**config.mk**
```make
export PLATFORM = sky130hd
export DESIGN_NAME = unidade_load_store
export DESIGN_NICKNAME = d
export VERILOG_FILES = /design/src/rtl/unidade_load_store.sv
export SDC_FILE = /design/constraint.sdc
export NUM_CORES = 1
export LEC_CHECK = 0
export CAP_MARGIN = 20
export CORE_MARGIN = 2
export CORE_UTILIZATION = 50
export CTS_BUF_LIST = sky130_fd_sc_hd__clkbuf_16
export CTS_CLUSTER_DIAMETER = 100
export CTS_CLUSTER_SIZE = 28
export DETAILED_ROUTE_END_ITERATION = 12
export GPL_ROUTABILITY_DRIVEN = 0
export PLACE_DENSITY = 0.86
export SLEW_MARGIN = 25
export SYNTH_ARGS = -nofsm -noshare
export SYNTH_HDL_FRONTEND = slang
export SYNTH_SLANG_ARGS = --single-unit
```
**constraint.sdc**
```tcl
create_clock -name i_clk -period 2.8 [get_ports i_clk]
set_input_delay 0.28 -clock i_clk [delete_from_list [all_inputs] [get_ports i_clk]]
set_output_delay 0.28 -clock i_clk [all_outputs]
set_load 0.1 [all_outputs]
```
**src/rtl/unidade_load_store.sv**
```systemverilog
// -----------------------------------------------------------------------------
// unidade_load_store
//   Load/store unit for a word-organised data memory with byte, half and word
//   accesses. Each request is handled one at a time. A byte or half store is a
//   read-modify-write; a word store writes without reading first. Misaligned,
//   illegal-size and out-of-range requests end without touching memory.
//
// Ports
//   i_clk, i_rst_n        clock, asynchronous active-low reset
//   i_req                 start an access (only looked at while idle)
//   i_op_we               1 = store, 0 = load
//   i_size                00 byte, 01 half, 10 word, 11 illegal
//   i_sign_ext            loads: 1 = sign-extend, 0 = zero-extend
//   i_addr, i_wdata       byte address and store data
//   o_busy, o_done        busy while not idle; one-cycle completion pulse
//   o_rdata               last successful load result
//   o_erro_alinhamento    misaligned access or illegal size
//   o_erro_faixa          word index out of range
//   o_mem_addr            word index to memory
//   o_mem_we, o_mem_datain registered memory write strobe and write word
//   i_mem_dataout         memory read word, valid one clock after o_mem_addr
// -----------------------------------------------------------------------------
module unidade_load_store #(
    parameter int MEM_WORDS = 500
) (
    input  logic        i_clk,
    input  logic        i_rst_n,
    input  logic        i_req,
    input  logic        i_op_we,
    input  logic [1:0]  i_size,
    input  logic        i_sign_ext,
    input  logic [31:0] i_addr,
    input  logic [31:0] i_wdata,
    output logic        o_busy,
    output logic        o_done,
    output logic [31:0] o_rdata,
    output logic        o_erro_alinhamento,
    output logic        o_erro_faixa,
    output logic [31:0] o_mem_addr,
    output logic        o_mem_we,
    output logic [31:0] o_mem_datain,
    input  logic [31:0] i_mem_dataout
);

    localparam logic [31:0] LP_WORDS = 32'(MEM_WORDS);

    typedef enum logic [2:0] {
        OCIOSO  = 3'd0,
        LEITURA = 3'd1,
        CAPTURA = 3'd2,
        ESCRITA = 3'd3,
        FIM     = 3'd4
    } state_t;

    state_t r_state;
    state_t w_next;

    // latched request
    logic        r_op_we;
    logic [1:0]  r_size;
    logic        r_sign_ext;
    logic [1:0]  r_off;
    logic [15:0] r_wdata;     // only the byte/half lanes are merged later

    logic [31:0] r_rdata;
    logic        r_err_al;
    logic        r_err_fx;
    logic [31:0] r_mem_addr;
    logic        r_mem_we;
    logic [31:0] r_mem_datain;

    logic [31:0] w_idx;
    logic        w_err_al;
    logic        w_err_fx;
    logic        w_accept;
    logic [7:0]  w_byte;
    logic [15:0] w_half;
    logic [31:0] w_load;
    logic [31:0] w_merge;

    // request decode (combinational on the live inputs, used at the accept edge)
    assign w_idx    = {2'b00, i_addr[31:2]};
    assign w_err_al = (i_size == 2'b11)
                    | ((i_size == 2'b01) & i_addr[0])
                    | ((i_size == 2'b10) & (|i_addr[1:0]));
    assign w_err_fx = (w_idx >= LP_WORDS);
    assign w_accept = (r_state == OCIOSO) & i_req;

    // ---------------- FSM: state register ----------------
    always_ff @(posedge i_clk or negedge i_rst_n) begin
        if (!i_rst_n) r_state <= OCIOSO;
        else          r_state <= w_next;
    end

    // ---------------- FSM: next state ----------------
    always_comb begin
        w_next = r_state;
        case (r_state)
            OCIOSO: begin
                if (i_req) begin
                    if (w_err_al | w_err_fx)                 w_next = FIM;
                    else if (i_op_we && (i_size == 2'b10))   w_next = ESCRITA;
                    else                                     w_next = LEITURA;
                end
            end
            LEITURA: w_next = CAPTURA;
            CAPTURA: w_next = r_op_we ? ESCRITA : FIM;
            ESCRITA: w_next = FIM;
            FIM:     w_next = OCIOSO;
            default: w_next = OCIOSO;
        endcase
    end

    // ---------------- FSM: outputs ----------------
    always_comb begin
        o_busy = (r_state != OCIOSO);
        o_done = (r_state == FIM);
    end

    // ---------------- lane extraction for loads ----------------
    always_comb begin
        w_byte = 8'h00;
        case (r_off)
            2'd0: w_byte = i_mem_dataout[7:0];
            2'd1: w_byte = i_mem_dataout[15:8];
            2'd2: w_byte = i_mem_dataout[23:16];
            2'd3: w_byte = i_mem_dataout[31:24];
            default: w_byte = 8'h00;
        endcase
        w_half = r_off[1] ? i_mem_dataout[31:16] : i_mem_dataout[15:0];

        w_load = i_mem_dataout;
        case (r_size)
            2'b00:   w_load = {{24{r_sign_ext & w_byte[7]}}, w_byte};
            2'b01:   w_load = {{16{r_sign_ext & w_half[15]}}, w_half};
            default: w_load = i_mem_dataout;
        endcase
    end

    // ---------------- lane merge for byte/half stores ----------------
    always_comb begin
        w_merge = i_mem_dataout;
        case (r_size)
            2'b00: begin
                case (r_off)
                    2'd0: w_merge[7:0]   = r_wdata[7:0];
                    2'd1: w_merge[15:8]  = r_wdata[7:0];
                    2'd2: w_merge[23:16] = r_wdata[7:0];
                    2'd3: w_merge[31:24] = r_wdata[7:0];
                    default: w_merge = i_mem_dataout;
                endcase
            end
            2'b01: begin
                if (r_off[1]) w_merge[31:16] = r_wdata;
                else          w_merge[15:0]  = r_wdata;
            end
            default: w_merge = i_mem_dataout;
        endcase
    end

    // ---------------- datapath registers ----------------
    always_ff @(posedge i_clk or negedge i_rst_n) begin
        if (!i_rst_n) begin
            r_op_we      <= 1'b0;
            r_size       <= 2'b00;
            r_sign_ext   <= 1'b0;
            r_off        <= 2'b00;
            r_wdata      <= 16'h0000;
            r_rdata      <= 32'h0;
            r_err_al     <= 1'b0;
            r_err_fx     <= 1'b0;
            r_mem_addr   <= 32'h0;
            r_mem_we     <= 1'b0;
            r_mem_datain <= 32'h0;
        end else begin
            if (w_accept) begin
                r_op_we    <= i_op_we;
                r_size     <= i_size;
                r_sign_ext <= i_sign_ext;
                r_off      <= i_addr[1:0];
                r_wdata    <= i_wdata[15:0];
                r_mem_addr <= w_idx;
                // flags are rewritten on every accepted request, so a clean
                // request clears whatever the previous one left behind
                r_err_al   <= w_err_al;
                r_err_fx   <= w_err_fx;
            end

            // the read word is valid during CAPTURA; loads take it here
            if ((r_state == CAPTURA) && !r_op_we)
                r_rdata <= w_load;

            // strobe is registered from the next state so it is high for
            // exactly the ESCRITA cycle and drops with the async reset
            r_mem_we <= (w_next == ESCRITA);

            // word stores come straight from idle with the raw write data;
            // byte/half stores come from CAPTURA with the merged word
            if (w_next == ESCRITA)
                r_mem_datain <= (r_state == OCIOSO) ? i_wdata : w_merge;
        end
    end

    assign o_rdata            = r_rdata;
    assign o_erro_alinhamento = r_err_al;
    assign o_erro_faixa       = r_err_fx;
    assign o_mem_addr         = r_mem_addr;
    assign o_mem_we           = r_mem_we;
    assign o_mem_datain       = r_mem_datain;

endmodule

```
==> out/summary.md <==
The total core area is 12,100 um2, and the overall die height is 115 um. Fraction of synthesized cell area in xor and xnor cells: 0. The power consumption is 5.80 mW.

For the post-DP HPWL, the log shows 13,700 um. The clock passes through at most 2 buffers. The worst setup path is launched from a flip-flop. Number of hold violations in the final report: 0.

Starting DRC count in detailed routing: 565. Static timing analysis puts the maximum clock frequency at 0.435 GHz. The multiplexer area fraction after synthesis was 0.198; the layout cell share with drive strength beyond 1 was 0.291. The routed layout has 5,433 vias.

The floorplan has 40 rows. The number of enable-type register cells in the synthesized netlist is 0. Prior to clock tree synthesis, the placed netlist has a worst setup slack of 0.245 ns.

Number of setup buffers added after CTS: 0. By startpoint and endpoint, the worst setup path is classified as reg -> reg. The type of element capturing the critical path is a flip-flop. The cell sitting at the root of the clock tree is a clkbuf_16. The average wire per cell in the routed design works out to 19.3 um. The combined buffer and inverter count along the critical path works out to 0. The tools report the number of global-route vias before repair as 5,541. Among all flip-flop cells after synthesis, the most frequent one is dfrtp_1. Setup repair after global routing left no endpoint under its margin.

The synthesized-area fraction occupied by and/or/nand/nor cells was 0.141. TritonCTS built the clock tree. The total global routing overflow is 0, and the count of hold-fix buffers inserted at cts is 0.

The utilization after layout is 0.720. The synthesized design contains 122 register bits. The area overhead of the layout relative to synthesis is 40.4%. Dividing total power by cell area gives a power density of 668 nW/um2.

The final antenna diode count came out at 0. Once routing completed, OpenROAD measured the worst setup slack at 0.503 ns. The first global-routing pass estimated 28,700 um of wire.

The largest incremental delay on the critical path was 0.63 ns; the sequential-to-total area share from yosys stat was 0.494. The global router's overall resource usage is 0.287. The floorplan step defined a die boundary enclosing 13,300 um2.

The final layout contains 883 nets. The Yosys step of the flow raised 0 warnings. The run gives 5 as the number of iterations in the first detailed-routing pass. Pin placement for this block handled 204 I/O pins. CTS built an H-tree with a depth of 4. IR analysis of the VDD net gives a maximum drop of 0.000786 V.

The adder and majority cell fraction of the synthesized area came out at 0. The shortest period the worst path allows was 2.30 ns. The post-synthesis instance area is 6180 um2, and the synthesized instance count is 584.

Main combinational cell family by area after synthesis: multiplexers. Once detail routing completed, the nets flagged for antenna violations numbered 0. The tools report the final setup violation count as 0.

For the clock insertion delay at the later pin of the skew report, the log shows 0.41 ns. The pin slew with the least headroom to its limit is 0.881 ns, and the wire length after detailed routing is 18,600 um. Share of synthesized registers carrying an async set or reset: 1.00. For the worst setup path, the data required time is 3.09 ns. The logs give 0 for the number of DRC violations after detailed routing and 0 for the max capacitance violation total. The run gives 0 as the number of max-slew violations in the final report. Input and output buffers added on the ports amount to 201. After routing the design area is 8680 um2. Counting the buffers created by CTS gives 17.

The path class of the tightest hold or removal check is in -> async. The slowest stage of the critical path is the dfrtp_1 cell. The largest fanout on the critical path works out to 15. In this design, the largest share of critical-path delay is due to simple AND/OR/NAND/NOR gates. The detailed-route vias per instance was 5.65. The setup clock skew after layout was 0.00571 ns; the compound-gate portion of the synthesized area was 0.132. The logs give 122 for the clock sink count and 4.01 nW for the leakage power of the design. After routing, the total negative slack on setup checks comes to 0 ns. The share of the cycle needed by the critical path after routing is 0.821, and the starting density of the core is 0.513. In this run the mean area of a mapped cell was 10.6 um2. The tools report the worst slew margin relative to its limit as 0.413. The flow ran to the end, and the final reports show no timing, DRC or antenna violations. In this run, distinct cell masters in the synthesized netlist total 49. The critical path arrival is 2.59 ns. The run gives 0 as the total of cells resized after clock tree synthesis. The die is 115 um wide. Walking the worst path, the cells encountered are nand2b_1 -> nand2_1 -> mux2i_1 -> o21ai_0 -> mux2_4. Entering global routing, the biggest net connects 73 pins.

The tools report the initial antenna violation count as 0. Clock-pin slew was measured on the worst setup and hold paths at 0.05 ns. Placed cell area: 8110 um2.
[synthesized netlist by cell type (2+ instances only)]
master / n / area [um2]
a21o_1: 3 / 22.5
a21oi_1: 41 / 205
a221oi_1: 8 / 70.1
a22oi_1: 2 / 15.0
a2bb2oi_1: 2 / 17.5
a31oi_1: 6 / 37.5
and3_1: 2 / 12.5
buf_2: 5 / 25.0
buf_4: 2 / 15.0
buf_6: 5 / 56.3
clkbuf_1: 26 / 97.6
dfrtp_1: 122 / 3050
inv_1: 4 / 15.0
mux2_1: 8 / 90.1
mux2_2: 56 / 631
mux2_4: 20 / 300
mux2i_1: 18 / 180
nand2_1: 78 / 293
nand2b_1: 11 / 68.8
nand4_1: 3 / 18.8
nor2_1: 29 / 109
nor2_2: 2 / 12.5
nor2b_1: 11 / 68.8
nor3_1: 11 / 55.1
nor3b_1: 11 / 82.6
nor4_1: 3 / 18.8
nor4_2: 2 / 25.0
o211ai_1: 6 / 45.0
o21a_1: 2 / 15.0
o21ai_0: 60 / 300
o22ai_1: 5 / 31.3
or2_2: 3 / 18.8
[registers in the layout, summed over array words and instances, names as in the netlist]
register	flops
o_erro_alinhamento	1
o_erro_faixa	1
o_mem_addr	30
o_mem_datain	32
o_mem_we	1
o_rdata	32
r_off	2
r_op_we	1
r_sign_ext	1
r_size	2
r_state	3
r_wdata	16
[per-layer routing]
layer	GRT usage	wire, um	up-vias
met1	0.343	7220	2620
met2	0.473	9020	305
met5	0	0	-
met4	0.115	573	0
li1	-	-	2466
met3	0.103	1760	42
[path summary, 6_finish.rpt]
path	slack, ns	end	start	cells after the start
setup / recovery	0.50	o_mem_datain[6]	r_off[0]	5
hold / removal	0.003	o_mem_datain[11]	i_rst_n	1
setup reg to reg	0.50	o_mem_datain[6]	r_off[0]	5
hold reg to reg	0.49	o_mem_datain[18]	o_mem_datain[18]	1
max in group asynchronous	2.00	o_mem_addr[7]	i_rst_n	2
min in group i_clk	0.48	r_op_we	i_op_we	3
[report_power, final]
group	internal (mW)	total (mW)	leakage [nW]	switching [mW]
Sequential	1.90	2.02	1.49	0.123
Combinational	0.548	1.67	2.23	1.12
Clock	1.36	2.11	0.291	0.744
[per-stage QoR]
stage | hold WS, ns | instances
4_1_cts | 0.0229 | 961
2_1_floorplan | -0.0156 | 585
3_3_place_gp | 0.441 | 929
5_1_grt | 0.0664 | 961
3_5_place_dp | 0.466 | 929
6_report | 0.00297 | 961
[cell families (layout without fill, tap and decap cells)]
family                 Yosys count  after routing
AOI/OAI and AO/OA              141            141
and+or+nand+nor                173            173
DFF                            122            122
other                            1              2
muxes                          103            103
buffers and inverters           44            252
[cells in the final DEF, fill, tap and decap left out, drive strengths merged, types with 7 or more instances in the layout]
master           n
buf            114
a221oi           8
nor2            31
clkinv           7
clkbuf          17
nand2           78
nand2b          11
dfrtp          122
a21oi           41
nor2b           11
clkdlybuf4s50  101
mux2i           18
mux2            84
nor3b           11
nor3            12
inv              9
o21ai           61
[layout make-up]
type                    count  area, um2
flip-flops and latches    122       3050
multi-input cells         419       2940
inverters                   5       18.8
fillers                   829       3380
clock buffers              17        425
clock inverters            15        143
well taps                 168        210
repair buffers            215       1890
No activity file was read; power rests on OpenSTA's default activity.
